**src/rtl/store_byte_serializer_pkg.sv**
```systemverilog
// Shared MEM-stage definitions for the store byte serializer: store-type and
// FSM encodings plus small helpers for byte count and alignment checking.
package store_byte_serializer_pkg;

    typedef enum logic [1:0] {
        TIPO_SB  = 2'b00,
        TIPO_SH  = 2'b01,
        TIPO_RSV = 2'b10,
        TIPO_SW  = 2'b11
    } tipo_e;

    typedef enum logic [1:0] {
        ST_IDLE  = 2'b00,
        ST_WRITE = 2'b01,
        ST_DONE  = 2'b10,
        ST_ERROR = 2'b11
    } state_e;

    // Number of memory beats a store of the given type needs.
    function automatic logic [2:0] byte_count(input tipo_e tipo);
        logic [2:0] n;
        case (tipo)
            TIPO_SB: n = 3'd1;
            TIPO_SH: n = 3'd2;
            TIPO_SW: n = 3'd4;
            default: n = 3'd1;
        endcase
        return n;
    endfunction

    // Reserved type or a base address not aligned to the access size.
    function automatic logic req_bad(input tipo_e tipo, input logic [1:0] addr_lo);
        logic bad;
        case (tipo)
            TIPO_SB: bad = 1'b0;
            TIPO_SH: bad = addr_lo[0];
            TIPO_SW: bad = (addr_lo != 2'b00);
            default: bad = 1'b1;
        endcase
        return bad;
    endfunction

endpackage

```
**src/rtl/store_byte_serializer_byte_select.sv**
```systemverilog
// Combinational byte picker: maps (store type, register value, beat index) to
// the big-endian byte for that beat and flags the final beat of the store.
module store_byte_select
    import store_byte_serializer_pkg::*;
(
    input  tipo_e       tipo_i,
    input  logic [31:0] dato_i,
    input  logic [1:0]  idx_i,
    output logic [7:0]  byte_o,
    output logic        last_o
);

    // Byte selection: most significant byte of the narrowed value goes first.
    always_comb begin
        byte_o = 8'h00;
        case (tipo_i)
            TIPO_SB: byte_o = dato_i[7:0];
            TIPO_SH: begin
                if (idx_i[0] == 1'b0) begin
                    byte_o = dato_i[15:8];
                end else begin
                    byte_o = dato_i[7:0];
                end
            end
            TIPO_SW: begin
                case (idx_i)
                    2'd0:    byte_o = dato_i[31:24];
                    2'd1:    byte_o = dato_i[23:16];
                    2'd2:    byte_o = dato_i[15:8];
                    2'd3:    byte_o = dato_i[7:0];
                    default: byte_o = 8'h00;
                endcase
            end
            default: byte_o = 8'h00;
        endcase
    end

    assign last_o = ({1'b0, idx_i} == (byte_count(tipo_i) - 3'd1));

endmodule

```
**src/rtl/store_byte_serializer.sv**
```systemverilog
// Serializes SB/SH/SW stores into big-endian byte beats on the byte-wide data
// memory port, stalling the MEM stage via o_ready until the store finishes.
module store_byte_serializer
    import store_byte_serializer_pkg::*;
#(
    parameter int ADDR_W = 32
) (
    input  logic              i_clk,
    input  logic              i_reset_n,
    input  logic              i_valid,
    output logic              o_ready,
    input  logic [1:0]        i_tipo,
    input  logic [31:0]       i_dato,
    input  logic [ADDR_W-1:0] i_direccion,
    output logic              o_mem_valid,
    input  logic              i_mem_ready,
    output logic [ADDR_W-1:0] o_mem_addr,
    output logic [7:0]        o_mem_data,
    output logic              o_done,
    output logic              o_error
);

    state_e            state_q, state_d;
    tipo_e             tipo_q, tipo_d;
    logic [31:0]       dato_q, dato_d;
    logic [ADDR_W-1:0] addr_q, addr_d;
    logic [1:0]        idx_q, idx_d;
    logic [7:0]        byte_s;
    logic              last_s;

    store_byte_select u_sel (
        .tipo_i (tipo_q),
        .dato_i (dato_q),
        .idx_i  (idx_q),
        .byte_o (byte_s),
        .last_o (last_s)
    );

    // Next-state logic; addr_q tracks base+index so the beat address comes straight from a flop.
    always_comb begin
        state_d = state_q;
        tipo_d  = tipo_q;
        dato_d  = dato_q;
        addr_d  = addr_q;
        idx_d   = idx_q;
        case (state_q)
            ST_IDLE: begin
                if (i_valid) begin
                    tipo_d = tipo_e'(i_tipo);
                    dato_d = i_dato;
                    addr_d = i_direccion;
                    idx_d  = 2'd0;
                    if (req_bad(tipo_e'(i_tipo), i_direccion[1:0])) begin
                        state_d = ST_ERROR;
                    end else begin
                        state_d = ST_WRITE;
                    end
                end else begin
                    state_d = ST_IDLE;
                end
            end
            ST_WRITE: begin
                if (i_mem_ready) begin
                    if (last_s) begin
                        state_d = ST_DONE;
                    end else begin
                        idx_d  = idx_q + 2'd1;
                        addr_d = addr_q + ADDR_W'(1);
                    end
                end else begin
                    state_d = ST_WRITE;
                end
            end
            ST_DONE:  state_d = ST_IDLE;
            ST_ERROR: state_d = ST_IDLE;
            default:  state_d = ST_IDLE;
        endcase
    end

    // State and latched request registers.
    always_ff @(posedge i_clk or negedge i_reset_n) begin
        if (!i_reset_n) begin
            state_q <= ST_IDLE;
            tipo_q  <= TIPO_SB;
            dato_q  <= 32'h0000_0000;
            addr_q  <= '0;
            idx_q   <= 2'd0;
        end else begin
            state_q <= state_d;
            tipo_q  <= tipo_d;
            dato_q  <= dato_d;
            addr_q  <= addr_d;
            idx_q   <= idx_d;
        end
    end

    assign o_ready     = (state_q == ST_IDLE);
    assign o_mem_valid = (state_q == ST_WRITE);
    assign o_done      = (state_q == ST_DONE);
    assign o_error     = (state_q == ST_ERROR);
    assign o_mem_addr  = addr_q;
    assign o_mem_data  = byte_s;

endmodule

```
**config.mk**
```make
export PLATFORM = sky130hd
export DESIGN_NAME = store_byte_serializer
export DESIGN_NICKNAME = d
export VERILOG_FILES = /design/src/rtl/store_byte_serializer_pkg.sv /design/src/rtl/store_byte_serializer_byte_select.sv /design/src/rtl/store_byte_serializer.sv
export SDC_FILE = /design/constraint.sdc
export NUM_CORES = 1
export LEC_CHECK = 0
export BUFFER_PORTS_ARGS = -buffer_cell sky130_fd_sc_hd__clkbuf_2
export CAP_MARGIN = 20
export CORE_ASPECT_RATIO = 2
export CORE_UTILIZATION = 57
export CTS_CLUSTER_SIZE = 30
export DETAILED_ROUTE_END_ITERATION = 10
export PLACE_DENSITY = 0.86
export RECOVER_POWER = 25
export SLEW_MARGIN = 40
export SYNTH_ARGS = -nofsm -noshare
export SYNTH_HDL_FRONTEND = slang
export SYNTH_HIERARCHICAL = 1
export SYNTH_SLANG_ARGS = --single-unit
export TNS_END_PERCENT = 1
```
**constraint.sdc**
```tcl
create_clock -name i_clk -period 6 [get_ports i_clk]
set_input_delay 1.2 -clock i_clk [delete_from_list [all_inputs] [get_ports i_clk]]
set_output_delay 1.2 -clock i_clk [all_outputs]
set_load 0.02 [all_outputs]
```
Yosys cells after proc, flatten, opt, wreduce, memory -nomap -nowiden

Cells that the tools add are included.

Flip-flop bits (word level): 70
Bits of input ports: 70
Output and inout port bits: 44

$add $sub $neg: 3
Equal/unequal tests: 15
Mux-type cells: 20
Reductions and logical operators: 9

Operator list:

| operator                                                            | count |
|---|---|
| 32-bit 2-to-1 mux                                                   | 3 |
| 32-bit one-hot mux with 2 select lines                              | 1 |
| 32-bit by 1-bit adder with 32-bit output (second input constant)    | 1 |
| 8-bit one-hot mux with 4 select lines                               | 1 |
| 8-bit one-hot mux with 3 select lines                               | 1 |
| 2-bit 2-to-1 mux                                                    | 7 |
| 2-bit == test (second input constant)                               | 6 |
| 2-bit by 1-bit == test with 1-bit output (second input constant)    | 4 |
| 2-bit zero test                                                     | 4 |
| 8-bit 2-to-1 mux                                                    | 1 |
| 2-bit one-hot mux with 3 select lines                               | 1 |
| 3-bit one-hot mux with 2 select lines                               | 1 |
| 2-bit != test (second input constant)                               | 2 |
| 2-bit one-hot mux with 2 select lines                               | 1 |
| 4-bit AND reduction                                                 | 1 |
| 2-bit nonzero test                                                  | 2 |
| 2-bit by 3-bit == test with 1-bit output                            | 1 |
| 3-bit by 2-bit != test with 1-bit output (second input constant)    | 1 |
| 1-bit one-hot mux with 3 select lines                               | 1 |
| 3-bit by 1-bit subtractor with 3-bit output (second input constant) | 1 |
| 2-bit by 1-bit adder with 2-bit output (second input constant)      | 1 |
| 1-bit 2-to-1 mux                                                    | 2 |
| 2-bit by 1-bit != test with 1-bit output (second input constant)    | 1 |
| 2-bit AND reduction                                                 | 1 |
| 2-bit OR reduction                                                  | 1 |

Depth between registers and ports, before layout

Gate-level depths: netlist of run 1.

Depth after elaboration: 7
Mapped depth: 11

Cells and area by module

The synthesis of run 1 kept the hierarchy.

Modules (own cells, without submodules):

| module                | instances | cells an instance | area each (µm²) | seq. area each (µm²) |
|---|---|---|---|---|
| store_byte_serializer | 1         | 431               | 3626.0          | 1751.7 |
| store_byte_select     | 1         | 53                | 386.6           | 0.0 |

Least setup slack after synthesis of run 1

OpenSTA, ideal clock, no wires.

Kind: register -> output
Start point: register idx_q[0]
End point: output o_mem_data[2]
Arrival: 1.413 ns
Required time: 4.800 ns
Path slack: 3.387 ns
Stages on the path, launching flop included: 5
Buffers on the path: 2
Cells stage by stage: dfrtp_1 -> buf_4 -> buf_6 -> mux2i_1 -> a221oi_1

Word-level cells in the longest chain between the ends: 3
Elaborated cells on any way between the ends: 7
Classes of those cells: 3 x eq/ne; 3 x mux; 1 x reduce/logical

Ends and longest elaborated chain:

| element                                     | RTL line                                | source |
|---|---|---|
| from (decl)                                 | store_byte_serializer.sv:27             | `logic [1:0] idx_q, idx_d;` |
| from (signal assigned)                      | store_byte_serializer.sv:93             | `idx_q <= idx_d;` |
| 2-bit == test, or another cell as far along | store_byte_serializer_byte_select.sv:26 | `case (idx_i)` |
| 8-bit one-hot mux with 4 select lines       | store_byte_serializer_byte_select.sv:26 |  |
| 8-bit one-hot mux with 3 select lines *     | store_byte_serializer_byte_select.sv:16 | `case (tipo_i)` |
| to (decl)                                   | store_byte_serializer.sv:18             | `output logic [7:0] o_mem_data,` |

Mark *: on every way between the ends. The rest lies on a longest branch, timed or not.

Worst setup path in the final report of run 1

Start point: register idx_q[0]
End point: output o_mem_data[0]

Same word-level chain as after synthesis.

==> results_tabular.tex, run 1 <==
\begin{tabular}{lr}
\hline
Metric & Value \\
\hline
\multicolumn{2}{l}{\textbf{Critical path}} \\
\quad Critical-path top delay cell & dfrtp\_1 \\
\quad Buffering stage count on the worst path with inverters included & 1 \\
\quad Minimum setup slack among reg-to-reg paths & approximately 3.0 ns \\
\quad Critical Path RT & $\sim$4.8 ns \\
\quad FF-to-FF End & o\_mem\_addr[17]\$\_DFFE\_PN0P\_ \\
\quad Reg-to-Reg Start & idx\_q[0]\$\_DFFE\_PN0P\_ \\
\quad Critical path cell sequence & mux2\_2, a32oi\_1, a21oi\_1, clkbuf\_2 \\
\quad Type of the worst setup path & flop to output port \\
\quad Worst path max stage delay & approximately 0.89 ns \\
\quad Beginning of the critical path & idx\_q[0]\$\_DFFE\_PN0P\_ \\
\quad Capture point of the critical path & o\_mem\_data[0] \\
\quad CP startpoint kind & flop \\
\quad Largest fanout of any net on the critical path & 23 \\
\quad Type of destination of the critical path & output port \\
\quad Family with the most delay on the worst path & flip-flops \\
\quad Number of cells on the critical path & 4 \\
\quad Crit path arrival time & 2.17 ns \\
\quad Depth of the worst register-to-register path & 8 \\
\multicolumn{2}{l}{\textbf{Global routing}} \\
\quad Number of antenna violations at the first check in global routing & 0 \\
\quad Tot GR Track Use & 32.67\% \\
\quad Maximum number of pins on one net before global-route repair & slightly above 70 \\
\quad Number of global-route vias before repair & just under 4000 \\
\quad Global-route wire length before repair & $\sim$18000 um \\
\quad Remaining Overflow, GRT & 0 \\
\multicolumn{2}{l}{\textbf{STA}} \\
\quad Measured slew at the worst slew-check pin & between 0.8 and 0.9 ns \\
\quad Post-route clock skew & $\sim$0.0043 ns \\
\quad Final setup violation count & 0 \\
\quad Max-Slew Margin vs Limit & between 40 and 50\% \\
\quad Fin. max-slew vios & 0 \\
\quad Period utilisation layout & a little under three fifths \\
\quad RSZ-0062 raised after global routing & false \\
\quad Total Negative Setup Slacks & 0 ns \\
\quad Highest achievable clock rate & about 0.3 GHz \\
\quad Post-layout minimum cycle time & 3.368 ns \\
\quad Hold violation count in the final report & 0 \\
\multicolumn{2}{l}{\textbf{Clock network}} \\
\quad Number of hold-repair buffers added at the cts stage & 0 \\
\quad Deepest clock path buffer count & 2 \\
\quad Num Clock Sinks & 70 \\
\quad Post-cts resize count & 0 \\
\quad Clock Tree Root & clkbuf\_16 \\
\quad CTS H-tree depth & 3 \\
\quad Clock slew at the register clock pins of the worst setup and hold paths & $\sim$0.050 ns \\
\quad Setup fix buffers added after clock tree synthesis & 0 \\
\quad Insertion delay to the later sink of the worst-skew pair & approximately 0.34 ns \\
\quad Num CTS Buffers & 9 \\
\quad TritonCTS clock tree & built \\
\multicolumn{2}{l}{\textbf{Synth}} \\
\quad Seq cells post-synth & 70 \\
\quad Total of warnings raised by yosys & 6 \\
\quad Async SR Flop Fraction & 100.0\% \\
\quad Number of instances in the synthesized netlist & 484 \\
\quad Sequential cell area fraction in the yosys report & $\sim$44\% \\
\quad Synthesized Nets & 555 \\
\quad Summed instance area of the synthesized netlist & 0.004013 mm2 \\
\quad Average cell area after synthesis & between 8 and 9 um2 \\
\quad Number of enable flip-flop cells after synthesis & 0 \\
\quad Most common flop cell mapped by yosys & dfrtp\_1 \\
\quad Count of different cell masters after synthesis & 54 \\
\multicolumn{2}{l}{\textbf{Floorplan}} \\
\quad Core area & 0.006726 mm2 \\
\quad Area of the die & about 0.0074 mm2 \\
\quad Standard-cell rows & 42 \\
\quad Ports & 114 \\
\quad DIE WIDTH & between 60 and 70 um \\
\quad Initial core utilization & roughly three fifths \\
\quad Die boundary height & about 120 um \\
\multicolumn{2}{l}{\textbf{Drt}} \\
\quad Residual antenna-violating net count after detailed routing & 0 \\
\quad Post-detailed-routing wire length & 11290 um \\
\quad Number of detailed-route iterations in the first pass & 6 \\
\quad WL/cell & around 17 um \\
\quad Via count & 4086 \\
\quad Number of remaining DRC errors & 0 \\
\quad Number of DRC markers in iteration 0 & $\sim$350 \\
\quad Ratio of routed vias to standard cells & 6.009 \\
\multicolumn{2}{l}{\textbf{Power}} \\
\quad Total power draw & roughly 0.0031 W \\
\quad Combinational fraction of design power & 48.1\% \\
\quad Clock power frac & between 10\% and 20\% \\
\quad Maximum vdd ir drop & between 0.0004 and 0.0005 V \\
\quad Cell Pwr Density & between 600 and 700 mW/mm2 \\
\quad Internal Pwr Total & $\sim$0.0017 W \\
\quad Leakage power & 2.414 nW \\
\quad Relative contribution of sequential cells to total power & 32.8\% \\
\quad Switching portion of total power & 46.81\% \\
\quad Sw Pwr & between 0.001 and 0.0015 W \\
\multicolumn{2}{l}{\textbf{Final layout}} \\
\quad NumNets Final & approximately 660 \\
\quad Signed area change from the synthesized netlist to the final layout & 23.23\% \\
\quad Total inserted antenna cells & 0 \\
\quad Layout cell share with drive strength beyond 1 & between 20\% and 30\% \\
\quad Most common cell after layout, fill and taps aside & nand2\_1 \\
\quad Commonest cells after routing, fill and taps aside & nand2\_1 (138), clkbuf\_2 (112), dfrtp\_1 (70) \\
\quad Layout filler cell count & 555 \\
\quad Final design utilization & between 70 and 80\% \\
\multicolumn{2}{l}{\textbf{Run status}} \\
\quad Result of the run & finished, final reports clean \\
\multicolumn{2}{l}{\textbf{Min path}} \\
\quad Worst hold path type & flop to flop \\
\multicolumn{2}{l}{\textbf{Placement}} \\
\quad Number of input and output port buffers inserted & 113 \\
\quad RePlAce Congestion & $\sim$0.89 \\
\quad Total half-perimeter wirelength after legalization and detailed placement & $\sim$7800 um \\
\multicolumn{2}{l}{\textbf{Job}} \\
\quad Maximum capacitance violations & 0 \\
\hline
\end{tabular}
## layout make-up
type                       instances  area [um2]  area share (%)
clock buffer                      13       270.3           5.466
clock inverter                     3       65.06           1.316
inverter                           7       26.28          0.5314
multi-input combinational        381        2115           42.76
sequential                        70        1752           35.43
tap                               88       110.1           2.227
timing repair buffer             118       606.8           12.27
## cells by family after synthesis
logic type	count (synthesis)	synth area share (%)
adder cells (fa/ha/maj)	1	0.3118
buffers and inverters	33	3.929
AND/OR/NAND/NOR	248	30.06
multiplexers	12	3.118
AO/OA/AOI/OAI	120	18.93
flip-flops	70	43.65
## state kept, by name, summed over array words and instances, names as in the netlist
name	count
idx_q	2
dato_q	32
tipo_q	2
o_mem_addr	32
state_q	2
## layer usage
metal  vias up  track usage (%)  wire [um]
met3        38            6.631        699
met1      1924            36.48       4074
li1       1924                -          -
met5         -                0          0
met2       200            56.18       6182
met4         0            16.39        335
## cells in the mapped netlist, types with 2 or more instances
master / number / share of area, %
o21ai_0: 24 / 3.0
o22ai_1: 9 / 1.4
nand4_2: 3 / 0.94
nand2_1: 139 / 13
nor3_1: 4 / 0.50
nand2b_1: 4 / 0.62
nand3_1: 27 / 3.4
clkbuf_1: 10 / 0.94
a2bb2oi_1: 5 / 1.1
nor2_1: 26 / 2.4
o21a_1: 2 / 0.37
and3_1: 8 / 1.2
or4_1: 2 / 0.37
buf_6: 2 / 0.56
mux2_2: 4 / 1.1
a22oi_1: 5 / 0.94
nor2b_1: 10 / 1.6
a31oi_1: 7 / 1.1
or3_1: 2 / 0.31
nor4_4: 2 / 1.1
dfrtp_1: 70 / 44
a32oi_1: 9 / 2.0
o22a_1: 7 / 1.5
mux2i_1: 8 / 2.0
inv_1: 7 / 0.65
buf_2: 12 / 1.5
and2_1: 5 / 0.78
a21oi_1: 40 / 5.0
nand4_1: 5 / 0.78
o211ai_1: 2 / 0.37
## tightest hold or removal path: cells and delay by family, from the launching register on
family           cells  cell delay (ns)
DFF                  1             0.33
and+or+nand+nor      2             0.11
## worst min path at each step
stage / startpoint / to / slack (ns) / cells past startpoint
CTS: dato_q[13]$_DFFE_PN0P_ / dato_q[13]$_DFFE_PN0P_ / 0.47 / 2
finish: dato_q[13]$_DFFE_PN0P_ / dato_q[13]$_DFFE_PN0P_ / 0.47 / 2
floorplan: dato_q[11]$_DFFE_PN0P_ / dato_q[11]$_DFFE_PN0P_ / 0.44 / 2
detailed placement: dato_q[13]$_DFFE_PN0P_ / dato_q[13]$_DFFE_PN0P_ / 0.46 / 2
global route: dato_q[30]$_DFFE_PN0P_ / dato_q[30]$_DFFE_PN0P_ / 0.49 / 2
global placement: dato_q[13]$_DFFE_PN0P_ / dato_q[13]$_DFFE_PN0P_ / 0.45 / 2
## stage by stage
stage / hold WS (ns) / cells / cell area, um2 / setup slack, ns
6_report: 0.4735 / 680 / 4945 / 2.632
3_3_place_gp: 0.4522 / 664 / 4601 / 2.768
3_5_place_dp: 0.4596 / 664 / 4604 / 2.703
2_1_floorplan: 0.4379 / 484 / 4013 / 3.387
4_1_cts: 0.4727 / 680 / 4940 / 2.688
5_1_grt: 0.4928 / 680 / 4945 / 2.584
## power by group through the flow
stage	Sequential (W)	Clock, W	Combinational [W]
final	0.00102	0.000593	0.00149
after global routing	0.00105	0.000612	0.00165
after CTS	0.00101	0.000592	0.00148
after detailed placement	0.00101	0	0.00146
after global placement	0.000995	0	0.00141
after floorplan	0.00102	0	0.00101
Note: power is estimated with default switching activity, not from simulation.
==> run 2, diff against run 1 <==
- CORE_UTILIZATION: 57 -> 53
- PLACE_DENSITY: 0.86 -> 0.81
- clock period: 6 -> 3.2 ns (I/O delays scaled with it)
==> run 2 against run 1 <==
The flow now finishes with violations (max-capacitance violations, max-slew violations). Sequential share of layout area rose by 0.072 points. Clock power rose by 58%. Clock skew rose by 0.0017 ns. Hold slack got worse by 0.0033 ns. Setup slack got worse by 1.9 ns. Non-clock buffer count rose by 4. Total power rose by 83%. Via count fell by 0.66%.
==> results_tabular.tex, run 2 (same netlist as run 1, synthesis figures left out) <==
\begin{tabular}{lr}
\hline
Metric & Value \\
\hline
\multicolumn{2}{l}{\textbf{Floorplan}} \\
\quad Ports & 114 (unchanged) \\
\quad Initial core utilization & 55.22\% (-4.4 points) \\
\quad Core area & 0.007267 mm2 (+8.0\%) \\
\quad Die boundary height & 125.1 um (+3.6\%) \\
\quad Area of the die & 0.007944 mm2 (+7.4\%) \\
\quad Standard-cell rows & 44 (+4.8\%) \\
\quad DIE WIDTH & 63.53 um (+3.6\%) \\
\multicolumn{2}{l}{\textbf{STA}} \\
\quad Final setup violation count & 0 (unchanged) \\
\quad Total Negative Setup Slacks & 0 ns (unchanged) \\
\quad Max-Slew Margin vs Limit & -29.24\% (-73 points) \\
\quad Measured slew at the worst slew-check pin & 1.939 ns (+1.092 ns) \\
\quad Fin. max-slew vios & 34 (+34) \\
\quad Post-route clock skew & 0.005962 ns (+0.001659 ns) \\
\quad Hold violation count in the final report & 0 (unchanged) \\
\quad Period utilisation layout & 78.31\% \\
\quad Highest achievable clock rate & 0.3991 GHz \\
\quad RSZ-0062 raised after global routing & false \\
\quad Post-layout minimum cycle time & 2.506 ns \\
\multicolumn{2}{l}{\textbf{Global routing}} \\
\quad Global-route wire length before repair & 18290 um (+2.3\%) \\
\quad Remaining Overflow, GRT & 0 (unchanged) \\
\quad Number of antenna violations at the first check in global routing & 0 (unchanged) \\
\quad Maximum number of pins on one net before global-route repair & 50 (-30\%) \\
\quad Number of global-route vias before repair & 3992 (+2.7\%) \\
\quad Tot GR Track Use & 29.69\% (-3.0 points) \\
\multicolumn{2}{l}{\textbf{Clock network}} \\
\quad TritonCTS clock tree & built \\
\quad Clock slew at the register clock pins of the worst setup and hold paths & 0.05 ns (about the same) \\
\quad CTS H-tree depth & 3 (unchanged) \\
\quad Insertion delay to the later sink of the worst-skew pair & 0.33 ns (about the same) \\
\quad Num Clock Sinks & 70 (unchanged) \\
\quad Deepest clock path buffer count & 2 (unchanged) \\
\quad Number of hold-repair buffers added at the cts stage & 0 (unchanged) \\
\quad Post-cts resize count & 0 (unchanged) \\
\quad Clock Tree Root & clkbuf\_16 \\
\quad Setup fix buffers added after clock tree synthesis & 0 (unchanged) \\
\quad Num CTS Buffers & 9 (unchanged) \\
\multicolumn{2}{l}{\textbf{Drt}} \\
\quad Number of detailed-route iterations in the first pass & 5 (-1) \\
\quad Ratio of routed vias to standard cells & 5.900 (-1.8\%) \\
\quad Number of DRC markers in iteration 0 & 395 (+14\%) \\
\quad Via count & 4059 (-0.66\%) \\
\quad Post-detailed-routing wire length & 11360 um (+0.58\%) \\
\quad WL/cell & 16.51 um (-0.59\%) \\
\quad Residual antenna-violating net count after detailed routing & 0 (unchanged) \\
\quad Number of remaining DRC errors & 0 (unchanged) \\
\multicolumn{2}{l}{\textbf{Power}} \\
\quad Cell Pwr Density & 1152 mW/mm2 (+84\%) \\
\quad Clock power frac & 16.5\% (-2.6 points) \\
\quad Combinational fraction of design power & 50.6\% (+2.5 points) \\
\quad Switching portion of total power & 47.80\% (+0.99 points) \\
\quad Leakage power & 2.410 nW (-0.17\%) \\
\quad Total power draw & 0.005684 W (+83\%) \\
\quad Sw Pwr & 0.002717 W (+87\%) \\
\quad Maximum vdd ir drop & 0.0007150 V (+75\%) \\
\quad Relative contribution of sequential cells to total power & 32.9\% (about the same) \\
\quad Internal Pwr Total & 0.002967 W (+80\%) \\
\multicolumn{2}{l}{\textbf{Run status}} \\
\quad Failing checks & max-capacitance violations, max-slew violations \\
\quad Result of the run & finished, violations left \\
\multicolumn{2}{l}{\textbf{Min path}} \\
\quad Worst hold path type & flop to flop \\
\quad Worst min-delay path startpoint & dato\_q[13]\$\_DFFE\_PN0P\_ \\
\multicolumn{2}{l}{\textbf{Critical path}} \\
\quad Critical path cell sequence & nand2b\_1, o21ai\_0, o21ai\_0, nand4bb\_1, nand2\_1, buf\_4, a311oi\_1, a41oi\_1, o21a\_1 \\
\quad Crit-path most repeated cell & o21ai\_0 \\
\quad Beginning of the critical path & tipo\_q[0]\$\_DFFE\_PN0P\_ \\
\quad CP startpoint kind & flop \\
\quad Type of the worst setup path & flop to flop \\
\quad Critical-path top delay cell & dfrtp\_1 \\
\quad Critical Path RT & 3.42 ns (-1.38 ns) \\
\quad Crit path arrival time & 2.72 ns (+0.55 ns) \\
\quad Type of destination of the critical path & flop \\
\quad Reg-to-Reg Start & tipo\_q[0]\$\_DFFE\_PN0P\_ \\
\quad Worst path max stage delay & 0.50 ns (-0.39 ns) \\
\quad Largest fanout of any net on the critical path & 23 (unchanged) \\
\multicolumn{2}{l}{\textbf{Job}} \\
\quad Maximum capacitance violations & 1 (+1) \\
\multicolumn{2}{l}{\textbf{Placement}} \\
\quad Post-placement cell area & 0.004648 mm2 (+0.95\%) \\
\quad Total half-perimeter wirelength after legalization and detailed placement & 8142 um (+4.7\%) \\
\quad Number of input and output port buffers inserted & 113 (unchanged) \\
\quad RePlAce Congestion & 0.9525 (+6.7\%) \\
\multicolumn{2}{l}{\textbf{Final layout}} \\
\quad Total inserted antenna cells & 0 (unchanged) \\
\quad Most common cell after layout, fill and taps aside & nand2\_1 \\
\quad Layout filler cell count & 648 (+17\%) \\
\quad Signed area change from the synthesized netlist to the final layout & 22.98\% \\
\quad Storage cell area & 0.001752 mm2 (unchanged) \\
\quad Layout cell share with drive strength beyond 1 & 25.50\% (about the same) \\
\quad NumNets Final & 662 (+0.61\%) \\
\quad Area of combinational cells with multiple inputs & 0.002110 mm2 (-0.24\%) \\
\quad Post-route standard cell area excluding fillers & 0.004935 mm2 (-0.20\%) \\
\quad Commonest cells after routing, fill and taps aside & nand2\_1 (139), clkbuf\_2 (112), dfrtp\_1 (70) \\
\hline
\end{tabular}
## run 2: cell types whose count changed in the layout (fill, tap and decap cells not counted), sizes merged
cell / change
buf: +3
bufinv: -2
clkbuf: +1
clkinv: +1
clkinvlp: +1
## run 2: routing by layer
metal | vias to the layer above | routed length, um | track usage [%]
met1 | 1871 | 3936 | 31.97
li1 | 1929 | - | -
met2 | 205 | 5992 | 52.25
met4 | 0 | 644 | 18.98
met5 | - | 0 | 0
met3 | 54 | 782 | 4.745
## run 2: final cells by class
| class | count | share of cell area, % |
|---|---|---|
| Multi-Input combinational cell | 381 | 42.75 |
| Clock buffer | 13 | 5.477 |
| Clock inverter | 3 | 0.3550 |
| Sequential cell | 70 | 35.50 |
| Tap cell | 92 | 2.333 |
| Timing Repair Buffer | 122 | 13.06 |
| Inverter | 7 | 0.5325 |
## run 2: final timing paths
path | slack (ns) | end | cells past startpoint
worst max-delay path | 0.69 | o_mem_addr[22]$_DFFE_PN0P_ | 9
worst min-delay path | 0.47 | dato_q[13]$_DFFE_PN0P_ | 2
worst max register to register | 0.69 | o_mem_addr[22]$_DFFE_PN0P_ | 9
worst min register to register | 0.47 | dato_q[13]$_DFFE_PN0P_ | 2
max in group asynchronous | 1.23 | dato_q[22]$_DFFE_PN0P_ | 1
min in group asynchronous | 0.84 | o_mem_addr[29]$_DFFE_PN0P_ | 1
## run 2: power groups by stage
stage               sequential [W]  clock [W]  combinational (W)
detailed placement         0.00186          0            0.00285
floorplan                  0.00192          0            0.00190
CTS                        0.00185   0.000950            0.00287
global placement           0.00184          0            0.00277
global route               0.00192   0.000988            0.00316
finish                     0.00187   0.000938            0.00288
## run 2: worst max-delay path, delay by kind of cell, from the launching register on
kind | cells | cell delay, ns
AOI/OAI and AO/OA | 5 | 0.91
buffers and inverters | 1 | 0.27
DFF | 1 | 0.50
and+or+nand+nor | 3 | 0.71
## run 2: per-stage QoR
stage          util [%]  hold WS (ns)  instances  worst slack [ns]
2_1_floorplan         -        0.3444        484            0.8453
3_3_place_gp      63.96        0.4552        672            0.8740
3_5_place_dp      63.96        0.4607        672            0.7718
4_1_cts           67.92        0.4218        688            0.7780
5_1_grt           67.91        0.4959        688            0.4467
6_report          67.91        0.4702        688            0.6942
==> run 3, diff against run 2 <==
- clock period: 3.2 -> 2.55 ns (I/O delays scaled with it)
==> run 3 against run 2 <==
The run now ends clean. Critical path depth down 5. First-iteration DRC count down 16%. Register-to-register slack worse by 0.39 ns. Clock-buffer cell count down 3. Non-clock buffer count up 7. Clock skew down 0.00055 ns. Largest power group unchanged. Highest routed layer unchanged.
==> results_tabular.tex, run 3 (same netlist as run 1, synthesis figures left out) <==
\begin{tabular}{lr}
\hline
Metric & Value \\
\hline
\multicolumn{2}{l}{\textbf{Run status}} \\
\quad Result of the run & finished, final reports clean \\
\multicolumn{2}{l}{\textbf{STA}} \\
\quad Max-Slew Margin vs Limit & 1.251\% (+30 points) \\
\quad Total Negative Setup Slacks & 0 ns (unchanged) \\
\quad Period utilisation layout & around 90\% \\
\quad Measured slew at the worst slew-check pin & 1.481 ns (-0.4574 ns) \\
\quad Setup slack of the critical path after layout & 0.2660 ns (-0.4282 ns) \\
\quad Fin. max-slew vios & 0 (-100\%) \\
\quad Final setup violation count & 0 (unchanged) \\
\quad Post-route clock skew & 0.005416 ns (-0.0005455 ns) \\
\quad Highest achievable clock rate & 0.4378 GHz \\
\quad Hold violation count in the final report & 0 (unchanged) \\
\quad RSZ-0062 raised after global routing & false \\
\quad Post-layout minimum cycle time & about 2.3 ns \\
\multicolumn{2}{l}{\textbf{Final layout}} \\
\quad Commonest cells after routing, fill and taps aside & nand2\_1 (139), clkbuf\_2 (114), dfrtp\_1 (69) \\
\quad Total inserted antenna cells & 0 (unchanged) \\
\quad Most common cell after layout, fill and taps aside & nand2\_1 \\
\quad Area of combinational cells with multiple inputs & 0.002110 mm2 (unchanged) \\
\quad Layout cell share with drive strength beyond 1 & 26.41\% (+0.91 points) \\
\quad NumNets Final & 669 (+1.1\%) \\
\quad Layout filler cell count & 636 (-1.9\%) \\
\quad Final design utilization & 67.98\% (+0.069 points) \\
\quad Storage cell area & 0.001753 mm2 (about the same) \\
\quad Signed area change from the synthesized netlist to the final layout & 23.11\% \\
\multicolumn{2}{l}{\textbf{Critical path}} \\
\quad Crit path arrival time & 1.77 ns (-0.95 ns) \\
\quad Largest fanout of any net on the critical path & 13 (-43\%) \\
\quad Type of the worst setup path & flop to output port \\
\quad Type of destination of the critical path & output port \\
\quad Critical Path RT & 2.04 ns (-1.38 ns) \\
\quad CP startpoint kind & flop \\
\multicolumn{2}{l}{\textbf{Placement}} \\
\quad Number of input and output port buffers inserted & 113 (unchanged) \\
\quad Post-place setup slack & 0.1842 ns (-0.5877 ns) \\
\quad RePlAce Congestion & 0.8706 (-8.6\%) \\
\quad Total half-perimeter wirelength after legalization and detailed placement & 8323 um (+2.2\%) \\
\multicolumn{2}{l}{\textbf{Power}} \\
\quad Clock power frac & 15.4\% (-1.1 points) \\
\quad Leakage power & 2.423 nW (+0.56\%) \\
\quad Relative contribution of sequential cells to total power & 33.0\% (about the same) \\
\quad Combinational fraction of design power & 51.6\% (+1.0 points) \\
\quad Sw Pwr & 0.003411 W (+26\%) \\
\quad Maximum vdd ir drop & 0.0008918 V (+25\%) \\
\quad Switching portion of total power & 48.14\% (+0.34 points) \\
\quad Cell Pwr Density & 1434 mW/mm2 (+25\%) \\
\quad Internal Pwr Total & 0.003675 W (+24\%) \\
\multicolumn{2}{l}{\textbf{Job}} \\
\quad Maximum capacitance violations & 0 (-1) \\
\multicolumn{2}{l}{\textbf{Drt}} \\
\quad Ratio of routed vias to standard cells & 5.901 (about the same) \\
\quad Number of DRC markers in iteration 0 & 331 (-16\%) \\
\quad Number of detailed-route iterations in the first pass & 5 (unchanged) \\
\quad WL/cell & 16.50 um (about the same) \\
\quad Via count & 4095 (+0.89\%) \\
\quad Post-detailed-routing wire length & 11450 um (+0.82\%) \\
\quad Number of remaining DRC errors & 0 (unchanged) \\
\quad Residual antenna-violating net count after detailed routing & 0 (unchanged) \\
\multicolumn{2}{l}{\textbf{Floorplan}} \\
\quad Area of the die & 0.007944 mm2 (unchanged) \\
\quad Ports & 114 (unchanged) \\
\quad DIE WIDTH & 63.53 um (unchanged) \\
\quad Core area & 0.007267 mm2 (unchanged) \\
\quad Standard-cell rows & 44 (unchanged) \\
\quad Initial core utilization & 55.22\% (unchanged) \\
\quad Die boundary height & 125.1 um (unchanged) \\
\multicolumn{2}{l}{\textbf{Clock network}} \\
\quad TritonCTS clock tree & built \\
\quad Clock Tree Root & clkbuf\_16 \\
\quad Num CTS Buffers & 9 (unchanged) \\
\quad Clock slew at the register clock pins of the worst setup and hold paths & 0.05 ns (about the same) \\
\quad Deepest clock path buffer count & 2 (unchanged) \\
\quad Num Clock Sinks & 70 (unchanged) \\
\quad CTS H-tree depth & 3 (unchanged) \\
\quad Setup fix buffers added after clock tree synthesis & 0 (unchanged) \\
\quad Insertion delay to the later sink of the worst-skew pair & 0.34 ns (about the same) \\
\multicolumn{2}{l}{\textbf{Global routing}} \\
\quad Maximum number of pins on one net before global-route repair & 44 (-12\%) \\
\quad Number of antenna violations at the first check in global routing & 0 (unchanged) \\
\quad Number of global-route vias before repair & 3913 (-2.0\%) \\
\quad Global-route wire length before repair & 18560 um (+1.5\%) \\
\quad Tot GR Track Use & 30.33\% (+0.64 points) \\
\quad Remaining Overflow, GRT & 0 (unchanged) \\
\multicolumn{2}{l}{\textbf{Min path}} \\
\quad Worst hold path type & input port to flop \\
\hline
\end{tabular}
[run 3: changes by cell type in the layout (fill, tap and decap cells not counted)]
cell      change
buf_12        -1
buf_4         +6
clkbuf_2      +2
clkbuf_8      -3
clkinv_2      +2
dfrtp_1       -1
dfrtp_2       +1
o21ai_0       -1
o21ai_1       +1
[run 3: what timing repair did]
| action | CTS | global route |
|---|---|---|
| hold endpoints to repair | 0 | 0 |
| hold buffers | 0 | 0 |
| setup endpoints to repair | 0 | 6 |
| resized for setup | 0 | 2 |
[run 3: final timing paths]
path	from	end	slack (ns)	cells after the start
worst min-delay path	i_dato[17]	dato_q[17]$_DFFE_PN0P_	0.36	3
worst max-delay path	idx_q[0]$_DFFE_PN0P_	o_mem_data[3]	0.27	4
min in group asynchronous	i_reset_n	o_mem_addr[28]$_DFFE_PN0P_	0.52	1
max in group asynchronous	i_reset_n	dato_q[30]$_DFFE_PN0P_	0.61	2
worst min register to register	dato_q[13]$_DFFE_PN0P_	dato_q[13]$_DFFE_PN0P_	0.47	2
worst max register to register	idx_q[0]$_DFFE_PN0P_	o_mem_addr[17]$_DFFE_PN0P_	0.30	8
[run 3: routing by layer]
layer  share of wire [%]  vias to the layer above  GRT usage, %
li1                    -                     1944             -
met5                   0                        -             0
met3                 5.5                       40         5.931
met1                  36                     1898         33.27
met2                  54                      213         52.94
met4                 4.6                        0         17.38
[run 3: cell type report]
class                           instances  share of cell area (%)
Clock buffer                           10                   4.635
Clock inverter                          5                  0.5572
Inverter                                7                  0.5319
Multi-Input combinational cell        381                   42.71
Sequential cell                        70                   35.49
Tap cell                               92                   2.330
Timing Repair Buffer                  129                   13.75
[run 3: worst max-delay path: stages, from the launching register on]
cell      delay [ns]
dfrtp_2         0.47
buf_4           0.25
mux2i_1         0.39
a22oi_1         0.14
clkbuf_2        0.19
[run 3: metrics by stage]
stage	cells	instance area (um2)	hold WS [ns]	power, W
6_report	694	4940	0.3634	0.007086
4_1_cts	694	4945	0.1953	0.007073
5_1_grt	694	4940	0.3635	0.007593
3_5_place_dp	679	4688	0.4559	0.005954
3_3_place_gp	679	4688	0.4534	0.005817
2_1_floorplan	484	4013	0.2144	0.004798
[run 3: power groups by stage]
stage                     logic [W]  registers [W]  clock network (W)
final                       0.00366        0.00234            0.00109
after global routing        0.00402        0.00241            0.00116
after CTS                   0.00365        0.00231            0.00111
after detailed placement    0.00362        0.00233                  0
after global placement      0.00352        0.00230                  0
after floorplan             0.00239        0.00241                  0
